===== src/rtl/ext_bus_pkg.sv =====
// ext_bus_pkg
// Shared definitions for the external byte-lane bus sequencer:
//   - state_e     : sequencer FSM states
//   - ADDR_BEATS  : number of address beats (4)
//   - CMD_BEAT    : beat number carrying the command byte (5)
//   - DATA_BEATS  : number of data beats (4)
//   - CMD_RD/WR   : command encoding driven on the lane during the CMD beat
//   - byteLane()  : picks byte idx (LSB first) out of a 32-bit word
package ext_bus_pkg;

  typedef enum logic [2:0] {
    ST_IDLE,
    ST_ADDR,
    ST_CMD,
    ST_DATA,
    ST_DONE
  } state_e;

  localparam logic [3:0] ADDR_BEATS = 4'd4;
  localparam logic [3:0] CMD_BEAT   = 4'd5;
  localparam logic [3:0] DATA_BEATS = 4'd4;

  localparam logic CMD_RD = 1'b0;
  localparam logic CMD_WR = 1'b1;

  function automatic logic [7:0] byteLane(input logic [31:0] word, input logic [1:0] idx);
    byteLane = word[{idx, 3'b000} +: 8];
  endfunction

endpackage


===== src/rtl/ext_bus_arbiter.sv =====
// ext_bus_arbiter
// Purely combinational two-requester grant selection.
// Ports:
//   req0_i, req1_i : request from requester 0 / 1
//   lastGrant_i    : 1 = requester 1 was granted last (only with ARB_ROUND_ROBIN_EN)
//   grant_o[1:0]   : one-hot grant, bit n = requester n; 0 when nobody requests
// Configuration macro: ARB_ROUND_ROBIN_EN
//   defined   -> on a simultaneous request the requester not granted last wins
//   undefined -> requester 0 always wins a simultaneous request
module ext_bus_arbiter (
  input  logic       req0_i,
  input  logic       req1_i,
`ifdef ARB_ROUND_ROBIN_EN
  input  logic       lastGrant_i,
`endif
  output logic [1:0] grant_o
);

  // Single requests are granted directly; only the tie case depends on the policy.
  always_comb begin
    grant_o = 2'b00;
    if (req0_i && req1_i) begin
`ifdef ARB_ROUND_ROBIN_EN
      grant_o = lastGrant_i ? 2'b01 : 2'b10;
`else
      grant_o = 2'b01;
`endif
    end else if (req0_i) begin
      grant_o = 2'b01;
    end else if (req1_i) begin
      grant_o = 2'b10;
    end
  end

endmodule


===== src/rtl/ext_bus_sequencer.sv =====
// ext_bus_sequencer
// Serialises one transaction at a time from two requesters onto an 8-bit
// external lane: 4 address beats (LSB first), 1 command beat, 4 data beats,
// then a one-cycle DONE that pulses the winner's ack.
// Ports:
//   clk, rst          : clock, asynchronous active-high reset
//   req0/req1         : transaction requests
//   we0/we1           : 1 = write, 0 = read
//   addr0/addr1       : transaction addresses
//   wdata0/wdata1     : write data
//   ack0/ack1         : one-cycle completion pulses
//   rdata             : read data, valid while an ack is high, held otherwise
//   bus_out/bus_in    : external byte lane out / in
//   bus_oe            : 1 = block drives the lane
//   phase             : beat number, 0 = idle/done, 1..9 = active beat
// Configuration macro: ARB_ROUND_ROBIN_EN (round-robin tie breaking and the
// last-grant pointer; absent -> fixed priority to requester 0).
module ext_bus_sequencer
  import ext_bus_pkg::*;
#(
  parameter int ADDR_W = 32,
  parameter int DATA_W = 32
) (
  input  logic              clk,
  input  logic              rst,
  input  logic              req0,
  input  logic              req1,
  input  logic              we0,
  input  logic              we1,
  input  logic [ADDR_W-1:0] addr0,
  input  logic [ADDR_W-1:0] addr1,
  input  logic [DATA_W-1:0] wdata0,
  input  logic [DATA_W-1:0] wdata1,
  output logic              ack0,
  output logic              ack1,
  output logic [DATA_W-1:0] rdata,
  output logic [7:0]        bus_out,
  input  logic [7:0]        bus_in,
  output logic              bus_oe,
  output logic [3:0]        phase
);

  state_e              state_q, state_d;
  logic [3:0]          beat_q, beat_d;
  logic                txnId_q, txnId_d;
  logic                txnWe_q, txnWe_d;
  logic [ADDR_W-1:0]   txnAddr_q, txnAddr_d;
  logic [DATA_W-1:0]   txnData_q, txnData_d;
  logic [DATA_W-1:0]   rdata_q, rdata_d;
  logic [7:0]          busOut_q, busOut_d;
  logic                busOe_q, busOe_d;
  logic [3:0]          phase_q, phase_d;
  logic                ack0_q, ack0_d;
  logic                ack1_q, ack1_d;
  logic [1:0]          grant;
`ifdef ARB_ROUND_ROBIN_EN
  logic                lastGrant_q, lastGrant_d;
`endif

  ext_bus_arbiter u_arbiter (
    .req0_i      (req0),
    .req1_i      (req1),
`ifdef ARB_ROUND_ROBIN_EN
    .lastGrant_i (lastGrant_q),
`endif
    .grant_o     (grant)
  );

  // Next-state logic. Requests are only looked at in IDLE; the winner's
  // command is latched there and everything afterwards runs from the latch.
  // Outputs are derived from the *next* state and latched transaction so
  // that, once registered, they line up with the state they describe.
  always_comb begin
    state_d   = state_q;
    beat_d    = beat_q;
    txnId_d   = txnId_q;
    txnWe_d   = txnWe_q;
    txnAddr_d = txnAddr_q;
    txnData_d = txnData_q;
    rdata_d   = rdata_q;
`ifdef ARB_ROUND_ROBIN_EN
    lastGrant_d = lastGrant_q;
`endif

    case (state_q)
      ST_IDLE: begin
        if (grant != 2'b00) begin
          state_d   = ST_ADDR;
          beat_d    = 4'd0;
          txnId_d   = grant[1];
          txnWe_d   = grant[1] ? we1 : we0;
          txnAddr_d = grant[1] ? addr1 : addr0;
          txnData_d = grant[1] ? wdata1 : wdata0;
`ifdef ARB_ROUND_ROBIN_EN
          lastGrant_d = grant[1];
`endif
        end
      end
      ST_ADDR: begin
        if (beat_q == ADDR_BEATS - 4'd1) begin
          state_d = ST_CMD;
          beat_d  = 4'd0;
        end else begin
          beat_d = beat_q + 4'd1;
        end
      end
      ST_CMD: begin
        state_d = ST_DATA;
        beat_d  = 4'd0;
      end
      ST_DATA: begin
        // Read data is sampled at the end of each data beat.
        if (txnWe_q == CMD_RD) begin
          rdata_d[{beat_q[1:0], 3'b000} +: 8] = bus_in;
        end
        if (beat_q == DATA_BEATS - 4'd1) begin
          state_d = ST_DONE;
          beat_d  = 4'd0;
        end else begin
          beat_d = beat_q + 4'd1;
        end
      end
      ST_DONE: begin
        state_d = ST_IDLE;
      end
      default: begin
        state_d = ST_IDLE;
      end
    endcase

    phase_d  = 4'd0;
    busOut_d = 8'h00;
    busOe_d  = 1'b0;
    ack0_d   = 1'b0;
    ack1_d   = 1'b0;

    case (state_d)
      ST_ADDR: begin
        phase_d  = beat_d + 4'd1;
        busOut_d = byteLane(txnAddr_d, beat_d[1:0]);
        busOe_d  = 1'b1;
      end
      ST_CMD: begin
        phase_d  = CMD_BEAT;
        busOut_d = {7'b0, txnWe_d};
        busOe_d  = 1'b1;
      end
      ST_DATA: begin
        phase_d = CMD_BEAT + 4'd1 + beat_d;
        if (txnWe_d == CMD_WR) begin
          busOut_d = byteLane(txnData_d, beat_d[1:0]);
          busOe_d  = 1'b1;
        end
      end
      ST_DONE: begin
        ack0_d = ~txnId_d;
        ack1_d = txnId_d;
      end
      default: begin
      end
    endcase
  end

  // State, transaction latch and registered outputs. Reset is immediate and
  // drops any transaction in flight without acknowledging it.
  always_ff @(posedge clk or posedge rst) begin
    if (rst) begin
      state_q   <= ST_IDLE;
      beat_q    <= 4'd0;
      txnId_q   <= 1'b0;
      txnWe_q   <= 1'b0;
      txnAddr_q <= '0;
      txnData_q <= '0;
      rdata_q   <= '0;
      busOut_q  <= 8'h00;
      busOe_q   <= 1'b0;
      phase_q   <= 4'd0;
      ack0_q    <= 1'b0;
      ack1_q    <= 1'b0;
`ifdef ARB_ROUND_ROBIN_EN
      lastGrant_q <= 1'b1;
`endif
    end else begin
      state_q   <= state_d;
      beat_q    <= beat_d;
      txnId_q   <= txnId_d;
      txnWe_q   <= txnWe_d;
      txnAddr_q <= txnAddr_d;
      txnData_q <= txnData_d;
      rdata_q   <= rdata_d;
      busOut_q  <= busOut_d;
      busOe_q   <= busOe_d;
      phase_q   <= phase_d;
      ack0_q    <= ack0_d;
      ack1_q    <= ack1_d;
`ifdef ARB_ROUND_ROBIN_EN
      lastGrant_q <= lastGrant_d;
`endif
    end
  end

  assign ack0    = ack0_q;
  assign ack1    = ack1_q;
  assign rdata   = rdata_q;
  assign bus_out = busOut_q;
  assign bus_oe  = busOe_q;
  assign phase   = phase_q;

endmodule


===== config.mk =====
export PLATFORM = sky130hd
export DESIGN_NAME = ext_bus_sequencer
export DESIGN_NICKNAME = d
export VERILOG_FILES = /design/src/rtl/ext_bus_pkg.sv /design/src/rtl/ext_bus_arbiter.sv /design/src/rtl/ext_bus_sequencer.sv
export SDC_FILE = /design/constraint.sdc
export NUM_CORES = 1
export LEC_CHECK = 0
export ABC_AREA = 0
export BUFFER_PORTS_ARGS = -buffer_cell sky130_fd_sc_hd__buf_2
export CORE_ASPECT_RATIO = 0.9
export CORE_MARGIN = 8
export CORE_UTILIZATION = 30
export CTS_CLUSTER_DIAMETER = 200
export DETAILED_ROUTE_END_ITERATION = 6
export PLACE_DENSITY = 0.53
export SLEW_MARGIN = 10
export SYNTH_ARGS = -nofsm -noshare
export SYNTH_HDL_FRONTEND = slang
export SYNTH_SLANG_ARGS = --single-unit

===== constraint.sdc =====
create_clock -name clk -period 7.1 [get_ports clk]
set_clock_uncertainty 0.2 [all_clocks]
set_input_delay 1.42 -clock clk [delete_from_list [all_inputs] [get_ports clk]]
set_output_delay 1.42 -clock clk [all_outputs]
set_load 0.02 [all_outputs]

## Word-level counts from Yosys, hierarchy flattened

Index checks and enable logic that the tools add are counted.
Widths: inputs -> output; s select.

- Add/subtract/negate cells: 4
- Bitwise logic cells: 2
- Muxes and demuxes: 29
- Equality and inequality tests: 8
- Reduce and logical (&&, ||, !) cells: 6
- Shift-type cells: 4

Operators by type and width:

| kind | count |
|---|---|
| $mux 32 | 6 |
| $shiftx 32x6->8 | 2 |
| $bwmux 32 | 1 |
| $shift 8x7->32 const A | 1 |
| $shiftx 8x7->32 | 1 |
| $pmux 4 s3 | 2 |
| $pmux 8 s3 | 1 |
| $eq 3x2->1 const B | 4 |
| $pmux 3 s4 | 1 |
| $mux 3 | 3 |
| $add 4x1->4 const B | 2 |
| $mux 1 | 8 |
| $mux 4 | 2 |
| $mux 8 | 1 |
| $neg 5->7 | 1 |
| $eq 3x1->1 const B | 2 |
| $mux 2 | 3 |
| $add 3x4->4 const A | 1 |
| $eq 4x2->1 const B | 1 |
| $reduce_or 2->1 | 2 |
| $eq 3x3->1 const B | 1 |
| $logic_not 3->1 | 1 |
| $not 1->1 | 2 |
| $pmux 1 s2 | 1 |
| 3 further kinds | 3 |

- Output and inout port bits: 47
- Register bits after elaboration: 120
- Word-level logic and storage cells: 65
- Bits of input ports: 142

## Longest topological paths before layout

Gate-level depths: netlist of the first run.

- Word-level depth: 9
- Mapped depth: 10
- Depth with buffers taken out: 9

## Hierarchy

A second synthesis of the first run with hierarchy kept.

- Cells, all modules: 620
- Area total of the unflattened synthesis: 6,274.8 µm²

Modules (own cells, without submodules):

| module | area an instance (µm²) | instances | cells an instance |
|---|---|---|---|
| ext_bus_sequencer | 6,264.8 | 1 | 618 |
| ext_bus_arbiter | 10.0 | 1 | 2 |

## Worst setup path before layout of the first run

No wires, ideal clock.

- Path kind: input to register
- Start point: input req1
- End point: register busOut_q[0] (netlist: bus_out[0])
- Required time: 6,765 ps
- Stages: 7
- Data arrival time: 2,758 ps
- Path slack: 4,007 ps
- Cell sequence: nor4_1 o21a_1 nor2_2 inv_4 mux2_2 o2111ai_2 o221ai_2

- Longest elaborated chain between the ends: 9
- Elaborated cells on any way between the ends: 25

RTL lines:

| what | line | source |
|---|---|---|
| start: declaration | ext_bus_sequencer.sv:27 | `input logic req1,` |
| $mux 2 | ext_bus_arbiter.sv:30 | `end else if (req1_i) begin` |
| $mux 2 | ext_bus_arbiter.sv:28 | `end else if (req0_i) begin` |
| $mux 2 * | ext_bus_arbiter.sv:22 | `if (req0_i && req1_i) begin` |
| $reduce_bool 2->1 or $mux 32 (tied branches) | ext_bus_sequencer.sv:87, ext_bus_sequencer.sv:93 |  |
| $mux 4 or $mux 32 (tied branches) | ext_bus_sequencer.sv:87 | `if (grant != 2'b00) begin` |
| $pmux 4 s3 or $mux 32 (tied branches) | ext_bus_sequencer.sv:85 | `case (state_q)` |
| $shiftx 32x6->8 | ext_bus_pkg.sv:27 | `byteLane = word[{idx, 3'b000} +: 8];` |
| $mux 8 | ext_bus_sequencer.sv:150 | `if (txnWe_d == CMD_WR) begin` |
| $pmux 8 s3 * | ext_bus_sequencer.sv:137 | `case (state_d)` |
| via busOut_d[0] | ext_bus_sequencer.sv:50 | `logic [7:0] busOut_q, busOut_d;` |
| end signal: assignment | ext_bus_sequencer.sv:191 | `busOut_q <= busOut_d;` |
| end: declaration | ext_bus_sequencer.sv:50 |  |

The timed path passes the listed nets; every way through them passes the cells marked *.
A chain may end at the register's enable or synchronous reset.

## Worst setup path in the final report of the first run

- Start point: input req0
- End point: register busOut_q[1] (netlist: bus_out[1])

- Longest elaborated chain between the ends: 8
- Elaborated cells on any way between the ends: 24

RTL lines:

| what | line | source |
|---|---|---|
| start: declaration | ext_bus_sequencer.sv:26 | `input logic req0,` |
| $mux 2 or $logic_and 1x1->1 (tied branches) | ext_bus_arbiter.sv:28, ext_bus_arbiter.sv:22 |  |
| $mux 2 * | ext_bus_arbiter.sv:22 |  |
| $reduce_bool 2->1 or $mux 32 (tied branches) | ext_bus_sequencer.sv:87, ext_bus_sequencer.sv:93 |  |
| $mux 4 or $mux 32 (tied branches) | ext_bus_sequencer.sv:87 |  |
| $pmux 4 s3 or $mux 32 (tied branches) | ext_bus_sequencer.sv:85 |  |
| $shiftx 32x6->8 | ext_bus_pkg.sv:27 |  |
| $mux 8 | ext_bus_sequencer.sv:150 |  |
| $pmux 8 s3 * | ext_bus_sequencer.sv:137 |  |
| via busOut_d[1] | ext_bus_sequencer.sv:50 |  |

Marked as above.

==> results of run 1 <==
-- flip-flops by register name, indices dropped and copies added (netlist names) --
signal and count:
bus_out 8, ack1 1, phase 4, bus_oe 1, state_q 3, ack0 1
txnData_q 32, txnWe_q 1, txnAddr_q 32, txnId_q 1, beat_q 4, rdata 32
-- placed cells by master (no fill, tap or decap), types with 17 or more instances in the layout --
cell	Yosys	final
mux2i_1	27	27
nand2_1	81	81
nand3b_1	29	29
o22ai_1	30	30
clkbuf_16	0	17
nor2b_1	34	34
o21ai_0	94	94
a22oi_1	34	34
buf_2	22	187
a31oi_1	32	32
dfrtp_1	120	120
a21oi_1	33	33
-- cell families after synthesis --
| family | after synthesis |
|---|---|
| AOI/OAI and AO/OA | 260 |
| xor gates and xnor gates | 2 |
| adders and majority gates | 9 |
| buffers and inverters | 63 |
| DFF | 120 |
| muxes | 28 |
| and+or+nand+nor | 184 |
-- layer usage --
metal / vias up / share of wire [%]
li1: 2789 / -
met1: 2748 / 47
met2: 172 / 45
met3: 21 / 5.8
met4: 0 / 1.4
met5: - / 0
-- how the worst max path moves through the flow --
stage                     from          to  slack (ns)  cells past startpoint
final                     req0  bus_out[1]        3.29                      6
after global routing      req0  bus_out[1]        3.00                      6
after CTS                 req0  bus_out[1]        3.32                      6
after detailed placement  req0  bus_out[1]        2.89                      6
after global placement    req0  bus_out[1]        2.89                      6
after floorplan            rst        ack0        2.29                      1
-- power breakdown --
part           total [uW]  internal [uW]  switching (uW)
registers            1150            979             172
clock network         823            493             331
logic                1710            660            1050
-- critical path: stages --
cell,delay (ns)
buf_2,0.56
nand2_1,0.91
o221ai_1,0.49
o21ai_0,0.18
o221ai_1,0.21
nand4_1,0.10
-- cell type report --
class	instances	area, um2
inverter	10	42.54
timing repair buffer	194	988.4
tap	286	357.8
multi-input combinational	483	3020
sequential	120	3003
fill	2107	12730
clock buffer	19	442.9
clock inverter	13	121.4
-- stage by stage --
stage | instance area [um2] | cells | utilization (%) | total power, uW | hold WS [ns]
after global routing | 7976 | 1125 | 38.52 | 3953 | 0.3077
after global placement | 7412 | 1093 | 35.79 | 2866 | 0.2554
after detailed placement | 7412 | 1093 | 35.79 | 2879 | 0.2665
final | 7976 | 1125 | 38.52 | 3684 | 0.2731
after CTS | 7976 | 1125 | 38.52 | 3718 | 0.2808
after floorplan | 6320 | 666 | - | 2372 | 0.2692
==> impl_metrics.csv, run 1 <==
group,metric,value,unit
status,status,"complete, no violations",
global_route,grt.overflow.total,0,
drt,first_pass_iters,5,
synth,synth_area_leaders,"dfrtp_1 (48%), o21ai_0 (7.4%), nand2_1 (4.8%)",
clock_tree,cts_setup_buffers,0,
global_route,grt_usage,16.56,%
drt,vias_per_cell,5.093,
timing,period_share,53.67,%
synth,synth_flop_cell,"dfrtp_1",
drt,ant_nets,0,
synth,synth_top_area_cell,"dfrtp_1",
synth,syn_area,6320,um2
timing,slew_violations,0,
global_route,use_met2,24.46,%
drt,routedWlPerCell,19.38,um
timing,slew_headroom,20.86,%
synth,avgSynthCellArea,9.489,um2
clock_tree,cts_buffer_depth,2,
synth,synth_cell_type_count,52,
synth,syn_inst,666,
die,die-area,25970,um2
synth,synth_compound_area_share,25.20,%
timing,fmaxAchievable,262.4,MHz
critical_path,worstSetupPathType,"in -> reg",
global_route,use_met3,4.914,%
die,row_count,50,
final_layout,syn_to_final_growth,26.21,%
synth,synth.mux.area_fraction,4.455,%
critical_path,r2r_setup_slack,3.55,ns
timing,min_period,3.811,ns
synth,yosysWarnings,0,
timing,setup_violations,0,
timing,hold_violations,0,
worst_hold_path,min_path_cells,2,
worst_hold_path,hold_class,"reg -> reg",
final_layout,drive_gt1_share,28.72,%
worst_hold_path,holdPathEnd,"rdata[25]",
power,vdd_ir_drop_max,206.6,uV
timing,fin_tns_setup,0,ns
run,max_cap_viol_count,0,
placement,io_buffers,188,
synth,synth-edff-count,0,
clock_tree,htreeDepth,4,
clock_tree,cts_inserted_buffers,17,
synth,ys_seq_area_share,47.52,%
placement,dpl_worst_slack,2.891,ns
timing,final.setup.worst_slack,3.289,ns
global_route,grt_busiest_layer,"met2",
worst_hold_path,min-delay-start,"rdata[25]",
synth,synth_common_cells,"dfrtp_1 (120), o21ai_0 (94), nand2_1 (81)",
global_route,use_met1,23.10,%
placement,dp_hpwl,15.06,mm
drt,first_iter_violations,360,
critical_path,r2r-start,"state_q[2]",
synth,synth_seq_cells,120,
timing,worstMarginPinSlew,1.184,ns
die,die_x,169.0,um
clock_tree,cts_sinks,120,
die,io-pin-count,189,
critical_path,critPathArrivalTime,3.90,ns
die,die_h,153.7,um
synth,synth_adder_area_share,1.782,%
die,start_util,30.52,%
global_route,antenna_found_initial,0,
final_layout,nets,977,
synth,yosysMostFrequentCell,"dfrtp_1",
synth,synth_xor_area_share,0.2772,%
timing,rsz0062_at_grt,"no",
placement,gp_congestion,0.7543,
critical_path,crit_fanout,41,
synth,syn_nets,817,
drt,num_vias,5730,
critical_path,start_kind,"primary input",
critical_path,reg2regPathDepth,7,
clock_tree,cts_tree,"built",
clock_tree,cts-root-buf,"clkbuf_16",
drt,totalWireLength,21.81,mm
global_route,grt_pass1_vias,5826,
global_route,grt_max_degree,97,
critical_path,end_kind,"register",
synth,synth_top_family_by_area,"compound AO/OA/AOI/OAI gates",
critical_path,worstPathRequired,7.19,ns
clock_tree,cts_resized,0,
critical_path,reg2reg_to,"bus_out[5]",
clock_tree,worstSkewPairLatency,0.42,ns
global_route,grt_pass1_wl,33.75,mm
die,core,20710,um2
clock_tree,cts.clk_slew.worst_paths,0.06,ns
synth,synth_top_area_share,47.52,%
synth,synthSimpleGateAreaFrac,16.08,%
power,p_per_area,461.8,nW/um2
final_layout,n_antenna_cell,0,
drt,drcViolationCount,0,
clock_tree,holdBufCountCts,0,
power,p_leak,0.003539,uW
synth,synthArstFlopShare,100.0,%
Power figures use the tool's default switching activity.
==> run 2, diff against run 1 <==
PLACE_DENSITY = 0.55   (was 0.53)
clock period = 3.08 ns   (was 7.1 ns; I/O delays follow)
==> run 2 against run 1 <==
Effect of this change:
- via count up 2.1%
- die area stayed put
- sequential power up 130%
- combinational power increased by 140%
- largest power group unchanged
==> impl_metrics.csv, run 2 (synthesis results as in run 1) <==
group,metric,value,unit
final_layout,final_cell_mix,"buf_2 (187), dfrtp_1 (120), o21ai_0 (94), nand2_1 (81)",
drt,drcViolationCount,0,
die,die-area,25970,um2
placement,dp_hpwl,15.66,mm
critical_path,crit_fanout,10,
timing,setup_violations,0,
drt,totalWireLength,21.65,mm
critical_path,slowest_stage,"dfrtp_1",
die,io-pin-count,189,
drt,ant_nets,0,
critical_path,reg2regPathDepth,9,
clock_tree,cts-root-buf,"clkbuf_16",
drt,vias_per_cell,5.117,
critical_path,reg2reg_to,"phase[3]",
timing,hold_violations,0,
timing,slew_headroom,51.51,%
drt,num_vias,5849,
die,die_x,169.0,um
drt,routedWlPerCell,18.94,um
clock_tree,holdBufCountCts,0,
timing,final.setup.worst_slack,0.3075,ns
final_layout,syn_to_final_growth,29.08,%
final_layout,layout_commonest_cell,"buf_2",
final_layout,drive_gt1_share,30.61,%
timing,period_share,90.02,%
timing,worstMarginPinSlew,0.7173,ns
global_route,grt_pass1_wl,34.07,mm
critical_path,cp_num_buf_inv,2,
placement,gp_congestion,0.7881,
timing,rsz0062_at_grt,"no",
critical_path,r2r_setup_slack,0.31,ns
die,die_h,153.7,um
clock_tree,cts_sinks,120,
final_layout,final_area,8158,um2
power,vdd_ir_drop_max,434.3,uV
timing,fmaxAchievable,360.7,MHz
timing,fin_tns_setup,0,ns
placement,io_buffers,188,
clock_tree,cts_buffer_depth,2,
global_route,antenna_found_initial,3,
power,p_per_area,1063,nW/um2
final_layout,nets,994,
die,core,20710,um2
clock_tree,cts_inserted_buffers,17,
die,row_count,50,
critical_path,r2r-start,"beat_q[0]",
critical_path,crit_path_cell_trace,"inv_1 -> ha_1 -> nor3b_2 -> or2_2 -> inv_1 -> ha_1 -> nor3_1 -> a311oi_1 -> a21oi_1",
timing,min_period,2.773,ns
global_route,grt_usage,16.66,%
worst_hold_path,hold_class,"in -> async",
clock_tree,htreeDepth,4,
global_route,grt_max_degree,121,
timing,hold_ws,0.1613,ns
critical_path,worstPathRequired,3.15,ns
critical_path,critPathArrivalTime,2.85,ns
placement,placed_area,7566,um2
drt,first_iter_violations,368,
status,status,"complete, no violations",
die,start_util,30.52,%
critical_path,cp_slowest_stage_delay,0.53,ns
run,max_cap_viol_count,0,
clock_tree,worstSkewPairLatency,0.42,ns
placement,dpl_worst_slack,0.2182,ns
global_route,grt_pass1_vias,6056,
clock_tree,cts_tree,"built",
timing,slew_violations,0,
critical_path,crit_family,"simple AND/OR/NAND/NOR gates",
final_layout,post-route-util,39.40,%
power,p_leak,0.003629,uW
critical_path,end_kind,"register",
clock_tree,cts.clk_slew.worst_paths,0.06,ns
critical_path,worstSetupPathType,"reg -> reg",
critical_path,start_kind,"register",
drt,first_pass_iters,5,
global_route,grt.overflow.total,0,
## run 2: changes by cell type in the layout (fill, tap and decap cells not counted)
cell and change:
buf_12 +2, buf_4 +15, clkbuf_8 +1, clkinv_2 -1, nor3_1 -1, nor3b_1 -2, inv_4 -1, clkinv_4 -1
clkinvlp_4 +4, diode_2 +1, inv_6 -1, nor3b_2 +2, nor3_2 +1, clkbuf_1 -1
## run 2: metal layers
metal	track usage (%)	vias up	routed length, um	part of all wire [%]
li1	-	2823	-	-
met1	21.60	2834	9881	46
met2	26.44	158	10210	47
met3	4.735	30	1171	5.4
met4	5.263	4	375	1.7
met5	0	-	16	0.074
## run 2: worst max path at each step
stage / startpoint / end / slack, ns / cells past startpoint
after floorplan: beat_q[0] / bus_out[0] / 0.55 / 8
after global placement: req1 / bus_out[5] / 0.26 / 8
after detailed placement: req1 / bus_out[5] / 0.22 / 8
after CTS: beat_q[0] / phase[3] / 0.21 / 9
after global routing: beat_q[0] / bus_out[5] / 0.11 / 9
final: beat_q[0] / phase[3] / 0.31 / 9
## run 2: area by class of cell
type	instances	area (um2)
Inverter	10	43.79
Multi-Input combinational cell	483	3035
Sequential cell	120	3003
Antenna cell	1	2.502
Fill cell	2079	12550
Tap cell	286	357.8
Timing Repair Buffer	211	1141
Clock buffer	19	452.9
Clock inverter	13	121.4
## run 2: report_power, final
part	internal, uW	leakage, uW	switching, uW
Clock	1160	0.000268	777
Combinational	1640	0.00191	2480
Sequential	2260	0.00145	366
Total	5050	0.00363	3620
## run 2: what timing repair did
action                     4_1_cts  5_1_grt
gates resized for setup          0        3
buffers inserted                 0        0
setup endpoints to repair        0        2
## run 2: per-stage QoR
stage	power, uW	instances
2_1_floorplan	5469	666
3_3_place_gp	6724	1110
3_5_place_dp	6768	1110
4_1_cts	8740	1142
5_1_grt	9295	1143
6_report	8673	1143
## run 2: worst register-to-register path, stage by stage (launching register included)
cell	delay (ns)
dfrtp_1	0.53
inv_1	0.18
ha_1	0.37
nor3b_2	0.20
or2_2	0.37
inv_1	0.21
ha_1	0.22
nor3_1	0.06
a311oi_1	0.19
a21oi_1	0.09
==> run 3, diff against run 2 <==
==> constraint.sdc (replaced) <==
create_clock -name clk -period 3.08 [get_ports clk]
set_clock_uncertainty 0.2 [all_clocks]
set_input_delay 0.308 -clock clk [delete_from_list [all_inputs] [get_ports clk]]
set_output_delay 0.308 -clock clk [all_outputs]
set_load 0.02 [all_outputs]
==> run 3 against run 2 <==
Effect of this change:
- maximum frequency increased by 0.34%
- power increased by 4.5%
- critical path type unchanged
- wire length increased by 3.7%
- first-iteration DRC count decreased by 15%
- final area increased by 7.3%
- critical path depth unchanged
- combinational power increased by 3%
==> impl_metrics.csv, run 3 (synthesis results as in run 1) <==
group,metric,value,unit
status,status,"complete, no violations",
placement,gp_congestion,0.8212,
critical_path,critPathArrivalTime,2.85,ns
run,max_cap_viol_count,0,
critical_path,end_kind,"register",
clock_tree,cts_inserted_buffers,17,
timing,period_share,89.72,%
clock_tree,cts_tree,"built",
worst_hold_path,hold_class,"in -> reg",
timing,slew_violations,0,
worst_hold_path,holdPathEnd,"txnAddr_q[4]",
drt,ant_nets,0,
die,row_count,50,
global_route,antenna_found_initial,1,
final_layout,final_cell_mix,"buf_2 (187), dfrtp_1 (120), o21ai_0 (94), nand2_1 (81), dlygate4sd3_1 (47)",
critical_path,worstSetupPathType,"reg -> reg",
drt,totalWireLength,22.45,mm
timing,fin_tns_setup,0,ns
timing,worstMarginPinSlew,0.7631,ns
drt,first_pass_iters,5,
global_route,grt.overflow.total,0,
global_route,grt_pass1_wl,35.62,mm
drt,num_vias,5989,
final_layout,nFillCells,2080,
global_route,grt_max_degree,71,
critical_path,reg2reg_to,"phase[3]",
critical_path,crit_path_cell_trace,"ha_1 -> nor3b_1 -> nor3b_1 -> or2_2 -> inv_1 -> ha_1 -> nor3_1 -> a311oi_1 -> a21oi_1",
critical_path,crit_fanout,10,
drt,routedWlPerCell,18.80,um
final_layout,drive_gt1_share,29.11,%
timing,setup_violations,0,
placement,dp.cells,1114,
final_layout,finalNonFillerCells,1194,
power,p_leak,0.003895,uW
global_route,grt_usage,17.42,%
final_layout,layout_commonest_cell,"buf_2",
critical_path,reg2regPathDepth,9,
critical_path,cp_slowest_stage_delay,0.53,ns
final_layout,syn_to_final_growth,38.51,%
critical_path,slowest_stage,"dfrtp_1",
critical_path,worstPathRequired,3.17,ns
die,die-area,25970,um2
final_layout,nets,1045,
drt,first_iter_violations,311,
clock_tree,cts_sinks,120,
timing,rsz0062_at_grt,"no",
clock_tree,cts.clk_slew.worst_paths,0.07,ns
critical_path,r2r_setup_slack,0.32,ns
timing,hold_violations,0,
die,die_x,169.0,um
die,start_util,30.52,%
placement,dp_hpwl,15.98,mm
critical_path,r2r-start,"beat_q[0]",
worst_hold_path,min-delay-start,"addr0[4]",
clock_tree,htreeDepth,4,
global_route,grt_pass1_vias,6345,
clock_tree,cts-root-buf,"clkbuf_16",
power,p_per_area,1035,nW/um2
timing,slew_headroom,49.02,%
die,die_h,153.7,um
die,io-pin-count,189,
clock_tree,worstSkewPairLatency,0.42,ns
clock_tree,cts_buffer_depth,2,
worst_hold_path,min_path_cells,3,
drt,vias_per_cell,5.016,
placement,io_buffers,188,
drt,drcViolationCount,0,
timing,min_period,2.763,ns
power,vdd_ir_drop_max,411.6,uV
die,core,20710,um2
critical_path,start_kind,"register",
timing,fmaxAchievable,361.9,MHz
==> run 3: changes by cell type in the layout (fill, tap and decap cells not counted), sizes merged <==
cell / change
dlygate4sd3: +47
buf: +4
bufinv: +3
clkinvlp: -3
clkinv: -2
inv: +2
==> run 3: cell type report <==
class / count / area, um2 / area share [%]
multi-input combinational: 483 / 3025 / 34.56
sequential: 120 / 3003 / 34.31
inverter: 10 / 43.79 / 0.5003
tap: 286 / 357.8 / 4.088
clock buffer: 19 / 452.9 / 5.174
antenna: 1 / 2.502 / 0.02859
clock inverter: 13 / 188.9 / 2.158
timing repair buffer: 262 / 1679 / 19.18
==> run 3: how the worst max path moves through the flow <==
stage,start,slack (ns),depth (start not counted),end
CTS,beat_q[0],0.18,9,bus_out[7]
finish,beat_q[0],0.32,9,phase[3]
global placement,beat_q[0],0.27,9,bus_out[7]
global route,beat_q[0],0.03,9,phase[3]
floorplan,beat_q[0],0.55,8,bus_out[0]
detailed placement,beat_q[0],0.21,9,bus_out[7]
==> run 3: power by group <==
part           internal, uW  switching (uW)
logic                  1740            2510
registers              2260             370
clock network          1410             783
total                  5400            3660
==> run 3: metal layers <==
metal | vias up | track usage (%) | share of wire [%]
met4 | 0 | 4.758 | 1.4
met1 | 2846 | 22.36 | 45
met5 | - | 0 | 0
met3 | 25 | 4.223 | 5.1
li1 | 2918 | - | -
met2 | 200 | 28.79 | 48
==> run 3: timing repair <==
action                                 CTS  global route
endpoints found under the hold margin   94             0
hold buffers                            47             0
gates resized for setup                  0             1
setup buffers                            0             0
setup endpoints to repair                0             2
==> run 3: worst max-delay path, delay by kind of cell (launching register included) <==
family	cells	cell delay, ns
buffers and inverters	1	0.20
adders and majority gates	2	0.47
and+or+nand+nor	4	0.96
DFF	1	0.53
AOI/OAI and AO/OA	2	0.26
==> run 3: through the flow <==
stage                     util [%]  total power, uW  cell area (um2)  setup slack, ns  hold WS, ns
after floorplan                  -             5469             6324           0.5492       0.2440
after global placement       36.86             6791             7634           0.2737       0.2589
after detailed placement     36.86             6833             7634           0.2110       0.2684
after CTS                    42.24             9118             8746           0.1822    0.0001983
after global routing         42.27             9715             8753          0.03418     0.007632
final                        42.27             9062             8753           0.3168     0.007398
